===== src/rtl/mesh_term_src_fifo_if.sv =====
// Push/pop bundle between the terminal, the source FIFO and the mesh router terminal port.
// Signal names match the router-facing convention (push/popin/pndng_i_in/data_out_i_in).
interface mesh_term_src_fifo_if #(
    parameter int pckg_sz    = 40,
    parameter int fifo_depth = 16
);
    localparam int CNT_W = $clog2(fifo_depth + 1);

    logic               push;
    logic [pckg_sz-1:0] data_in;
    logic               full;
    logic               popin;
    logic               pndng_i_in;
    logic [pckg_sz-1:0] data_out_i_in;
    logic [CNT_W-1:0]   count;
    logic               ovf;
    logic               udf;
    logic [7:0]         drop_cnt;

    modport master (
        output push, data_in, popin,
        input  full, pndng_i_in, data_out_i_in, count, ovf, udf, drop_cnt
    );

    modport slave (
        input  push, data_in, popin,
        output full, pndng_i_in, data_out_i_in, count, ovf, udf, drop_cnt
    );
endinterface


===== src/rtl/mesh_term_src_fifo.sv =====
// Per-terminal first-word-fall-through source buffer feeding a mesh router terminal port.
// Optional saturating dropped-push counter enabled by defining MESH_SRC_DROP_CNT_EN.
module mesh_term_src_fifo #(
    parameter int pckg_sz    = 40,
    parameter int fifo_depth = 16,
    localparam int CNT_W     = $clog2(fifo_depth + 1)
) (
    input  logic                 clk,
    input  logic                 reset,
    mesh_term_src_fifo_if.slave  bus
);
    localparam int PTR_W = $clog2(fifo_depth);
    localparam logic [PTR_W-1:0] PTR_LAST = PTR_W'(fifo_depth - 1);
    localparam logic [PTR_W-1:0] PTR_ONE  = PTR_W'(1);
    localparam logic [PTR_W-1:0] PTR_ZERO = {PTR_W{1'b0}};
    localparam logic [CNT_W-1:0] CNT_ONE  = CNT_W'(1);
    localparam logic [CNT_W-1:0] CNT_ZERO = {CNT_W{1'b0}};
    localparam logic [CNT_W-1:0] CNT_FULL = CNT_W'(fifo_depth);

    typedef enum logic [1:0] {
        ST_EMPTY   = 2'd0,
        ST_PARTIAL = 2'd1,
        ST_FULL    = 2'd2
    } state_e;

    state_e             state_q, state_d;
    logic [PTR_W-1:0]   rd_ptr_q, rd_ptr_d;
    logic [PTR_W-1:0]   wr_ptr_q, wr_ptr_d;
    logic [CNT_W-1:0]   count_q, count_d;
    logic               ovf_q, ovf_d;
    logic               udf_q, udf_d;
    logic               wr_en_s;
    logic               rd_en_s;
    logic [pckg_sz-1:0] mem [fifo_depth];

    // Occupancy FSM: decide which side of the FIFO moves and record sticky errors.
    always_comb begin
        wr_en_s = 1'b0;
        rd_en_s = 1'b0;
        ovf_d   = ovf_q;
        udf_d   = udf_q;
        case (state_q)
            ST_EMPTY: begin
                // A pop against an empty buffer is an underflow even when a push lands the same cycle.
                wr_en_s = bus.push;
                if (bus.popin) begin
                    udf_d = 1'b1;
                end else begin
                    udf_d = udf_q;
                end
            end
            ST_PARTIAL: begin
                wr_en_s = bus.push;
                rd_en_s = bus.popin;
            end
            ST_FULL: begin
                rd_en_s = bus.popin;
                wr_en_s = bus.push & bus.popin;
                if (bus.push && !bus.popin) begin
                    ovf_d = 1'b1;
                end else begin
                    ovf_d = ovf_q;
                end
            end
            default: begin
                wr_en_s = 1'b0;
                rd_en_s = 1'b0;
            end
        endcase

        if (wr_en_s && !rd_en_s) begin
            count_d = count_q + CNT_ONE;
        end else if (rd_en_s && !wr_en_s) begin
            count_d = count_q - CNT_ONE;
        end else begin
            count_d = count_q;
        end

        if (count_d == CNT_ZERO) begin
            state_d = ST_EMPTY;
        end else if (count_d == CNT_FULL) begin
            state_d = ST_FULL;
        end else begin
            state_d = ST_PARTIAL;
        end
    end

    // Pointer advance with explicit wrap so non-power-of-two depths work.
    always_comb begin
        wr_ptr_d = wr_ptr_q;
        rd_ptr_d = rd_ptr_q;
        if (wr_en_s) begin
            wr_ptr_d = (wr_ptr_q == PTR_LAST) ? PTR_ZERO : (wr_ptr_q + PTR_ONE);
        end else begin
            wr_ptr_d = wr_ptr_q;
        end
        if (rd_en_s) begin
            rd_ptr_d = (rd_ptr_q == PTR_LAST) ? PTR_ZERO : (rd_ptr_q + PTR_ONE);
        end else begin
            rd_ptr_d = rd_ptr_q;
        end
    end

    // Control state register; reset discards all queued entries.
    always_ff @(posedge clk or negedge reset) begin
        if (!reset) begin
            state_q  <= ST_EMPTY;
            rd_ptr_q <= PTR_ZERO;
            wr_ptr_q <= PTR_ZERO;
            count_q  <= CNT_ZERO;
            ovf_q    <= 1'b0;
            udf_q    <= 1'b0;
        end else begin
            state_q  <= state_d;
            rd_ptr_q <= rd_ptr_d;
            wr_ptr_q <= wr_ptr_d;
            count_q  <= count_d;
            ovf_q    <= ovf_d;
            udf_q    <= udf_d;
        end
    end

    // Packet storage; contents survive reset and are masked by the EMPTY state.
    always_ff @(posedge clk) begin
        if (wr_en_s) begin
            mem[wr_ptr_q] <= bus.data_in;
        end
    end

`ifdef MESH_SRC_DROP_CNT_EN
    logic       drop_inc_s;
    logic [7:0] drop_cnt_q;

    assign drop_inc_s = bus.push & ~bus.popin & (state_q == ST_FULL);

    // Saturating count of pushes discarded while full.
    always_ff @(posedge clk or negedge reset) begin
        if (!reset) begin
            drop_cnt_q <= 8'd0;
        end else if (drop_inc_s && (drop_cnt_q != 8'hFF)) begin
            drop_cnt_q <= drop_cnt_q + 8'd1;
        end else begin
            drop_cnt_q <= drop_cnt_q;
        end
    end

    assign bus.drop_cnt = drop_cnt_q;
`else
    assign bus.drop_cnt = 8'd0;
`endif

    assign bus.full          = (state_q == ST_FULL);
    assign bus.pndng_i_in    = (state_q != ST_EMPTY);
    assign bus.data_out_i_in = (state_q != ST_EMPTY) ? mem[rd_ptr_q] : {pckg_sz{1'b0}};
    assign bus.count         = count_q;
    assign bus.ovf           = ovf_q;
    assign bus.udf           = udf_q;

endmodule


===== src/flat_wrapper.sv =====
// flat-port wrapper written by rule: the top's interface ports become plain ports
module mesh_term_src_fifo_flat 
#(
    parameter int pckg_sz    = 40,
    parameter int fifo_depth = 16,
    localparam int CNT_W     = $clog2(fifo_depth + 1)
)
  (clk, reset, bus_push, bus_data_in, bus_popin, bus_full, bus_pndng_i_in, bus_data_out_i_in, bus_count, bus_ovf, bus_udf, bus_drop_cnt);
  mesh_term_src_fifo_if #(.pckg_sz(pckg_sz), .fifo_depth(fifo_depth)) bus_i ();
  input  logic clk;
  input  logic reset;
  input wire logic [$bits(bus_i.push)-1:0] bus_push;
  input wire logic [$bits(bus_i.data_in)-1:0] bus_data_in;
  input wire logic [$bits(bus_i.popin)-1:0] bus_popin;
  output wire logic [$bits(bus_i.full)-1:0] bus_full;
  output wire logic [$bits(bus_i.pndng_i_in)-1:0] bus_pndng_i_in;
  output wire logic [$bits(bus_i.data_out_i_in)-1:0] bus_data_out_i_in;
  output wire logic [$bits(bus_i.count)-1:0] bus_count;
  output wire logic [$bits(bus_i.ovf)-1:0] bus_ovf;
  output wire logic [$bits(bus_i.udf)-1:0] bus_udf;
  output wire logic [$bits(bus_i.drop_cnt)-1:0] bus_drop_cnt;
  assign bus_i.push = bus_push;
  assign bus_i.data_in = bus_data_in;
  assign bus_i.popin = bus_popin;
  assign bus_full = bus_i.full;
  assign bus_pndng_i_in = bus_i.pndng_i_in;
  assign bus_data_out_i_in = bus_i.data_out_i_in;
  assign bus_count = bus_i.count;
  assign bus_ovf = bus_i.ovf;
  assign bus_udf = bus_i.udf;
  assign bus_drop_cnt = bus_i.drop_cnt;
  mesh_term_src_fifo #(.pckg_sz(pckg_sz), .fifo_depth(fifo_depth)) u_core (.clk(clk), .reset(reset), .bus(bus_i));
endmodule

===== config.mk =====
export PLATFORM = sky130hd
export DESIGN_NAME = mesh_term_src_fifo_flat
export DESIGN_NICKNAME = d
export VERILOG_FILES = /design/src/rtl/mesh_term_src_fifo_if.sv /design/src/rtl/mesh_term_src_fifo.sv /design/src/flat_wrapper.sv
export SDC_FILE = /design/constraint.sdc
export NUM_CORES = 1
export LEC_CHECK = 0
export ABC_AREA = 1
export CAP_MARGIN = 5
export CORE_MARGIN = 5
export CORE_UTILIZATION = 55
export DETAILED_ROUTE_END_ITERATION = 8
export PLACE_DENSITY_LB_ADDON = 0.12
export SYNTH_ARGS = -nofsm -noshare
export SYNTH_HDL_FRONTEND = slang
export SYNTH_SLANG_ARGS = --single-unit
export TNS_END_PERCENT = 1

===== constraint.sdc =====
create_clock -name clk -period 3.3 [get_ports clk]
set_clock_uncertainty 0.05 [all_clocks]
set_input_delay 0.66 -clock clk [delete_from_list [all_inputs] [get_ports clk]]
set_output_delay 0.66 -clock clk [all_outputs]
set_load 0.03 [all_outputs]

==> flow_summary.ini, run 1 <==
[outcome]
status = completed

[clocking]
cts_max_path_buffers = 3
insertion_delay_ns = 0.59
cts_tree = built
cts-root-buf = clkbuf_16
cts_buffers = 67
clkTransAtPathRegs_ns = 0.06
ctsHoldBuffers = 0
cts.htree.levels = 3
clock-sinks = 657

[route]
wl_mm = 64.7
antenna_left = 0
firstDrtPassIters = 5
routed-via-count = 16600
drc = 0
viasPerCell = 5.98
avgRoutedWirePerCell_um = 23.3
drtIter0Drc = 1602

[worst_setup_path]
startpoint = u_core.rd_ptr_q[0]
worstSetupEndpointType = output pin
cp_slowest_cell = dfrtp_4
crit_top_cell = nor2_1
cp_num_buf_inv = 3
r2r_slack_ns = 0.92
reg2reg_from = u_core.state_q[0]
path_class = register to output pin
start_kind = register
crit_arrival_ns = 2.55
cp_top_family = flip-flops
rr_endpoint = u_core.mem[12][3]
worst-path-max-fanout = 36
max_stage_delay_ns = 0.60
required_ns = 2.59
r2r_cells = 9
crit_chain = buf_4, clkbuf_16, nor2_1, nor2_1, o21ai_0, o211ai_1, nand3_1, a21oi_2, buf_12

[grt]
grt_max_degree = 105
grt_first_pass_wirelength_mm = 97.1
grt_pass1_vias = 16400
antenna_found_initial = 0
grt_usage_pct = 23.9
grt_overflow_total = 0

[die]
io_pins = 101
start_util_pct = 55.4
die_h_um = 229
die_w_um = 229
fp.dieArea_sq_um = 52400
rows = 80
core-area_sq_um = 47500

[yosys]
yosys_warnings = 0
synth_fa_ha_area_share_pct = 0.523
netlist.area_leader.share_pct = 73.0
synth-seq-area-share_pct = 74.6
synthSimpleGateAreaFrac_pct = 9.54
synth.cell_area_sq_um = 26300
synth_area_leader_cell = edfxtp_1
synthXorXnorAreaFrac_pct = 0.200
synth-compound-area-share_pct = 11.6
syn_inst = 2017
syn_avg_cell_area_sq_um = 13.1
ys_ff_latch = 657
ys_async_sr_fraction_pct = 2.59
muxShareOfSynthArea_pct = 0
synth_edf_count = 640
ys.flop_type = edfxtp_1
synth_top_family_by_area = compound AO/OA/AOI/OAI gates
ys_top_cells_by_area = edfxtp_1, nor2_1, o211ai_1
synth_cell_types = 30

[finish]
nFillCells = 3376
nNetsFinal = 2173
final_cell_mix = edfxtp_1, nor2_1, o21ai_0, o211ai_1, o21ai_1
post-route-util_pct = 65.5
drive_gt1_share_pct = 12.6
area_growth_pct = 18.2
final_common_cell = edfxtp_1
n_antenna_cell = 0
final_area_sq_um = 31100

[sta]
period_share_pct = 98.8
worstMarginPinSlew_ns = 0.898
hold_viol = 0
whs_ns = 0.432
tns_ns = 0
min_period_ns = 3.26
setup_viol = 0
slew_headroom_pct = 40.0
rsz0062_at_grt = true
drv_slew = 0
fmax_ghz = 0.307

[pwr]
power_density_nw_per_um2 = 961
p_leak_nw = 10.2
peakVddDrop_mv = 0.903
power.total_mw = 29.9

[hold_path]
hp-class = register to register
hp-start = u_core.bus.udf
worstHoldPathCells = 1
holdPathEnd = u_core.bus.udf

[place]
place.gp.congestion = 0.779
portBuffers = 92
place_area_sq_um = 28500
dp_hpwl_mm = 33.4

[job]
cap_violations = 0
==> synthesized netlist by cell type (2+ instances only) <==
library cell  count
a21oi_1          41
buf_1            12
buf_2            14
buf_4            24
buf_6            18
buf_8             2
clkbuf_1         76
dfrtp_1          17
edfxtp_1        640
ha_1             11
inv_1            25
inv_2             2
nand2_1          33
nand3_1          91
nand4_1           2
nor2_1          507
o211ai_1        160
o21ai_0         238
o21ai_1          89
xor2_1            5
==> cell families (layout without fill, tap and decap cells) <==
group / Yosys count / after routing
flops: 657 / 657
simple gates: 636 / 636
compound gates: 531 / 531
buf+inv: 175 / 316
fa+ha+maj: 11 / 11
xor+xnor: 6 / 6
other cells: 1 / 8
==> layer usage <==
metal  GRT usage [%]  up-vias  part of all wire [%]
met5               0        -                     0
met4            7.29        0                   1.9
met3            3.68       86                   6.6
met2            40.0      641                    49
met1            33.0     8292                    42
li1                -     7610                     -
==> worst max-delay path by stage <==
stage	endpoint	slack (ns)	cells after the start
finish	bus_data_out_i_in[29]	0.04	9
floorplan	u_core.mem[0][0]	-0.25	8
global route	bus_data_out_i_in[29]	-0.05	9
global placement	u_core.mem[12][34]	0.44	8
detailed placement	u_core.mem[12][38]	0.42	8
CTS	bus_data_out_i_in[36]	-0.01	8
==> area by class of cell <==
| cell class | instances | area, sq um | share of cell area [%] |
|---|---|---|---|
| clock inverters | 34 | 369 | 1.19 |
| inverters | 29 | 144 | 0.462 |
| clock buffers | 82 | 1780 | 5.70 |
| flip-flops and latches | 657 | 19700 | 63.1 |
| well taps | 615 | 769 | 2.47 |
| repair buffers | 170 | 2330 | 7.49 |
| repair inverters | 1 | 8.76 | 0.0281 |
| multi-input cells | 1192 | 6070 | 19.5 |
==> worst reg2reg max path, stage by stage (launching register included) <==
cell and delay [ns]:
dfrtp_1 0.40, inv_1 0.10, ha_1 0.21, nand2_1 0.08, nand2_1 0.08, nand2_1 0.12
inv_1 0.19, nand2_1 0.26, nor2_4 0.19, buf_4 0.37
==> flip-flops by register name (all words and copies together) (netlist names) <==
name and count:
u_core.wr_ptr_q 4, u_core.bus.count 5, u_core.mem 640, u_core.rd_ptr_q 4
u_core.bus.ovf 1, u_core.state_q 2, u_core.bus.udf 1
==> timing repair <==
item	in CTS	in global routing
cloned	6	3
gates resized for setup	26	38
buffers inserted	4	3
pin swaps	0	13
setup endpoints to repair	38	39
==> report_power, final <==
group          internal, mW  switching [mW]  leakage (nW)
sequential             9.90           0.334          5.97
combinational          4.63            7.56          3.18
clock                  4.44            3.04          1.04
==> through the flow <==
step / std cells / worst slack [ns]
after floorplan: 2024 / -0.247
after global placement: 2649 / 0.443
after detailed placement: 2649 / 0.415
after CTS: 2775 / -0.0122
after global routing: 2780 / -0.0456
final: 2780 / 0.0384
Note: power is estimated with default switching activity, not from simulation.
==> run 2, diff against run 1 <==
--- a/config.mk
+++ b/config.mk
@@ -14,4 +14,4 @@
 export SYNTH_ARGS = -nofsm -noshare
 export SYNTH_HDL_FRONTEND = slang
 export SYNTH_SLANG_ARGS = --single-unit
-export TNS_END_PERCENT = 1
+export TNS_END_PERCENT = 50
==> constraint.sdc (replaced) <==
create_clock -name clk -period 3.3 [get_ports clk]
set_clock_uncertainty 0.05 [all_clocks]
set_input_delay 0.66 -clock clk [delete_from_list [all_inputs] [get_ports clk]]
set_output_delay 0.66 -clock clk [all_outputs]
set_load 0.005 [all_outputs]
==> flow_summary.ini, run 2 (synthesis results as in run 1) <==
[route]
routed-via-count = 17000
antenna_left = 0
drtIter0Drc = 1680
viasPerCell = 6.04
drc = 0
wl_mm = 67.3
avgRoutedWirePerCell_um = 23.9
firstDrtPassIters = 5

[clocking]
cts_buffers = 69
cts_tree = built
cts.htree.levels = 3
cts-root-buf = clkbuf_16
insertion_delay_ns = 0.59
ctsHoldBuffers = 0
clkTransAtPathRegs_ns = 0.06
clock-sinks = 657
cts_max_path_buffers = 3

[hold_path]
hp-class = register to register
hp-start = u_core.bus.ovf

[sta]
worstMarginPinSlew_ns = 0.876
period_share_pct = 105
setup_viol = 9
drv_slew = 0
rsz0062_at_grt = true
fmax_ghz = 0.289
hold_viol = 0
whs_ns = 0.417
min_period_ns = 3.47
fin_ws_ns = -0.166
slew_headroom_pct = 41.4

[finish]
nNetsFinal = 2198
regMostFlops = u_core.mem
final_area_sq_um = 31400
final_common_cell = edfxtp_1
seq_area_sq_um = 19700
multi_input_area_sq_um = 6020
finalNonFillerCells = 2812
area_growth_pct = 19.2
drive_gt1_share_pct = 11.4
final_cell_mix = edfxtp_1, nor2_1, o21ai_0, o211ai_1, nand3_1
nFillCells = 3382
largest_reg_flops = 640

[worst_setup_path]
start_kind = register
worstSetupEndpointType = output pin
path_class = register to output pin
startpoint = u_core.rd_ptr_q[0]
reg2reg_from = u_core.state_q[0]
crit_arrival_ns = 2.76
worst-path-max-fanout = 17
required_ns = 2.59

[pwr]
power_density_nw_per_um2 = 905
peakVddDrop_mv = 0.657
power.total_mw = 28.4
p_leak_nw = 10.4
pwr-share-clk_pct = 26.9
switching_share_pct = 34.1
pwr-share-comb_pct = 37.2
switchingPower_mw = 9.69
intPower_mw = 18.7
power_frac_seq_pct = 35.9

[grt]
grt_pass1_vias = 16500
grt_usage_pct = 25.0
grt_max_degree = 83
grt_first_pass_wirelength_mm = 100
grt_overflow_total = 0
antenna_found_initial = 1

[place]
place.gp.congestion = 0.778
place_area_sq_um = 28500
placed_cells = 2660
dp_hpwl_mm = 33.1
portBuffers = 92
pre_cts_ws_ns = 0.238

[job]
cap_violations = 0

[die]
io_pins = 101
rows = 80
die_w_um = 229
core-area_sq_um = 47500
fp.dieArea_sq_um = 52400
start_util_pct = 55.4
die_h_um = 229

[outcome]
violations = setup timing
status = finished with violations
[run 2: timing repair]
action / CTS / global route
setup endpoints to repair: 40 / 22
buffers inserted: 10 / 4
cloned: 10 / 3
pin swaps: 15 / 27
resized for setup: 85 / 22
[run 2: layout make-up]
| type | count | area share [%] |
|---|---|---|
| diodes | 1 | 0.00797 |
| clock buffers | 96 | 6.12 |
| clock inverters | 28 | 0.972 |
| inverters | 29 | 0.410 |
| multi-input cells | 1192 | 19.2 |
| flip-flops and latches | 657 | 62.6 |
| well taps | 615 | 2.45 |
| repair buffers | 192 | 8.22 |
| repair inverters | 2 | 0.0637 |
[run 2: metal layers]
layer,global-route usage [%],part of all wire (%)
met1,35.0,42
met2,40.8,48
met4,7.55,2.3
met5,0,0
met3,4.37,7.4
[run 2: worst paths after layout]
check	end	slack, ns	cells past startpoint
min in group asynchronous	u_core.rd_ptr_q[0]	0.52	1
worst min-delay path	u_core.bus.ovf	0.42	1
worst max-delay path	bus_data_out_i_in[8]	-0.17	8
worst max register to register	u_core.mem[14][18]	0.52	10
worst min register to register	u_core.bus.ovf	0.42	1
max in group asynchronous	u_core.rd_ptr_q[1]	2.05	1
[run 2: power by group through the flow]
stage | combinational (mW) | sequential, mW | clock [mW]
finish | 10.6 | 10.2 | 7.66
global route | 11.5 | 10.2 | 8.16
CTS | 10.4 | 10.2 | 7.78
detailed placement | 9.56 | 10.4 | 0
global placement | 9.40 | 10.4 | 0
floorplan | 5.74 | 10.2 | 0
[run 2: worst max-delay path, stage by stage (launching register included)]
cell and delay (ns):
dfrtp_4 0.50, buf_8 0.16, inv_8 0.10, bufbuf_16 0.31
nor2_1 0.05, o211ai_1 0.17, nand3_1 0.11, a21oi_1 0.20
clkdlybuf4s50_1 0.54
[run 2: stage by stage]
step           util [%]  setup TNS, ns
6_report           66.1         -0.536
5_1_grt            66.1          -1.76
4_1_cts            65.8          -1.93
3_5_place_dp       60.0              0
3_3_place_gp       60.0              0
2_1_floorplan         -         -47.53
==> run 3, diff against run 2 <==
--- a/config.mk
+++ b/config.mk
@@ -6,9 +6,9 @@
 export NUM_CORES = 1
 export LEC_CHECK = 0
 export ABC_AREA = 1
-export CAP_MARGIN = 5
+export ABC_CLOCK_PERIOD_IN_PS = 3500
 export CORE_MARGIN = 5
-export CORE_UTILIZATION = 55
+export CORE_UTILIZATION = 61
 export DETAILED_ROUTE_END_ITERATION = 8
 export PLACE_DENSITY_LB_ADDON = 0.12
 export SYNTH_ARGS = -nofsm -noshare
==> constraint.sdc (replaced) <==
create_clock -name clk -period 3.5 [get_ports clk]
set_clock_uncertainty 0.05 [all_clocks]
set_input_delay 0.7 -clock clk [delete_from_list [all_inputs] [get_ports clk]]
set_output_delay 0.7 -clock clk [all_outputs]
set_load 0.005 [all_outputs]
==> flow_summary.ini, run 3 (synthesis results as in run 1) <==
[worst_setup_path]
cp_top_family = buffers and inverters
required_ns = 2.75
startpoint = u_core.rd_ptr_q[0]
worstSetupEndpointType = output pin
path_class = register to output pin
crit_path_end = bus_data_out_i_in[13]
cp_num_buf_inv = 4
r2r_slack_ns = 0.38
worst-path-max-fanout = 16
cp_slowest_cell = dfrtp_4
worst-path-stages = 8
crit_chain = buf_12, inv_12, bufbuf_16, nor2_1, o211ai_1, nand3_2, a21oi_2, clkdlybuf4s50_1
start_kind = register
r2r_cells = 9
crit_arrival_ns = 2.76
max_stage_delay_ns = 0.51
rr_endpoint = u_core.mem[0][15]
reg2reg_from = u_core.state_q[0]

[sta]
setup_viol = 5
min_period_ns = 3.51
rsz0062_at_grt = true
fmax_ghz = 0.285
fin_ws_ns = -0.0121
hold_viol = 0
worstMarginPinSlew_ns = 0.887
slew_headroom_pct = 40.7
period_share_pct = 100
drv_slew = 0

[place]
portBuffers = 92
place.gp.congestion = 0.790
place_area_sq_um = 28300
dp_hpwl_mm = 33.4
pre_cts_ws_ns = 0.415

[route]
wl_mm = 69.0
drc = 0
avgRoutedWirePerCell_um = 24.7
drtIter0Drc = 2073
viasPerCell = 6.27
routed-via-count = 17500
antenna_left = 0
firstDrtPassIters = 5

[clocking]
cts_max_path_buffers = 3
cts_buffers = 67
cts_tree = built
cts-root-buf = clkbuf_16
clock-sinks = 657
ctsHoldBuffers = 0
insertion_delay_ns = 0.59
cts.htree.levels = 3
clkTransAtPathRegs_ns = 0.06

[die]
die_w_um = 218
io_pins = 101
rows = 76
fp.dieArea_sq_um = 47400
start_util_pct = 61.4
die_h_um = 218
core-area_sq_um = 42900

[grt]
antenna_found_initial = 0
grt_overflow_total = 0
grt_max_degree = 76
grt_pass1_vias = 16800
grt_usage_pct = 28.4
grt_first_pass_wirelength_mm = 102

[finish]
nFillCells = 2651
area_growth_pct = 19.7
final_area_sq_um = 31500
final_common_cell = edfxtp_1
largest_reg_flops = 640
final_cell_mix = edfxtp_1, nor2_1, o21ai_0, o211ai_1, o21ai_1
regMostFlops = u_core.mem
drive_gt1_share_pct = 12.0
nNetsFinal = 2209
post-route-util_pct = 73.5

[outcome]
status = finished with violations
violations = setup timing

[job]
cap_violations = 0

[pwr]
peakVddDrop_mv = 0.646
p_leak_nw = 10.5
power_density_nw_per_um2 = 862

[hold_path]
hp-class = register to register
==> run 3: what timing repair did <==
item                                    4_1_cts  5_1_grt
pin swaps                                    17       18
buffers inserted                             10       10
cloned                                       18        9
gates resized for setup                      63       42
hold endpoints to repair                      0        0
endpoints found under the setup margin       38       27
==> run 3: per-layer routing <==
metal  vias up  GRT usage, %  wire, um
met3       164          5.30      6310
met1      8663          39.7     26700
met5         -             0         0
met4         0          9.82      2210
met2       959          45.8     33700
li1       7692             -         -
==> run 3: how the worst min path moves through the flow <==
| stage | startpoint | endpoint | slack (ns) | cells after the start |
|---|---|---|---|---|
| after detailed placement | u_core.bus.ovf | u_core.bus.ovf | 0.41 | 1 |
| after floorplan | reset | u_core.bus.count[0] | 0.35 | 0 |
| after global placement | u_core.bus.ovf | u_core.bus.ovf | 0.40 | 1 |
| final | u_core.bus.ovf | u_core.bus.ovf | 0.42 | 1 |
| after CTS | u_core.bus.ovf | u_core.bus.ovf | 0.42 | 1 |
| after global routing | u_core.bus.udf | u_core.bus.udf | 0.45 | 1 |
==> run 3: layout make-up <==
cell class              instances  area, sq um  area share (%)
diodes                          1         2.50         0.00793
clock buffers                  83         1780            5.64
clock inverters                34          262           0.829
inverters                      29          148           0.468
multi-input cells            1192         6050            19.2
flip-flops and latches        657        19700            62.3
well taps                     585          732            2.32
repair buffers                205         2890            9.16
repair inverters                2         25.0          0.0793
==> run 3: power breakdown <==
part / switching, mW / leakage (nW) / internal (mW)
logic: 6.33 / 3.56 / 4.52
registers: 0.257 / 5.97 / 9.34
clock network: 2.89 / 1.01 / 3.84
total: 9.48 / 10.5 / 17.7
==> run 3: per-stage QoR <==
stage	total power, mW	cells	TNS [ns]	hold WS (ns)
3_3_place_gp	18.4	2624	0	0.402
4_1_cts	26.6	2769	-0.256	0.419
3_5_place_dp	18.6	2624	0	0.405
6_report	27.2	2788	-0.0292	0.416
2_1_floorplan	15.1	2024	0	0.354
5_1_grt	28.4	2787	-1.47	0.449
==> run 3: worst reg2reg max path: stages, from the launching register on <==
cell and delay (ns):
dfrtp_1 0.40, inv_1 0.10, ha_2 0.67, nor2_1 0.11
nand2_1 0.11, nand2_1 0.19, inv_1 0.23, nand2_1 0.27
nor2_4 0.37, buf_12 0.29
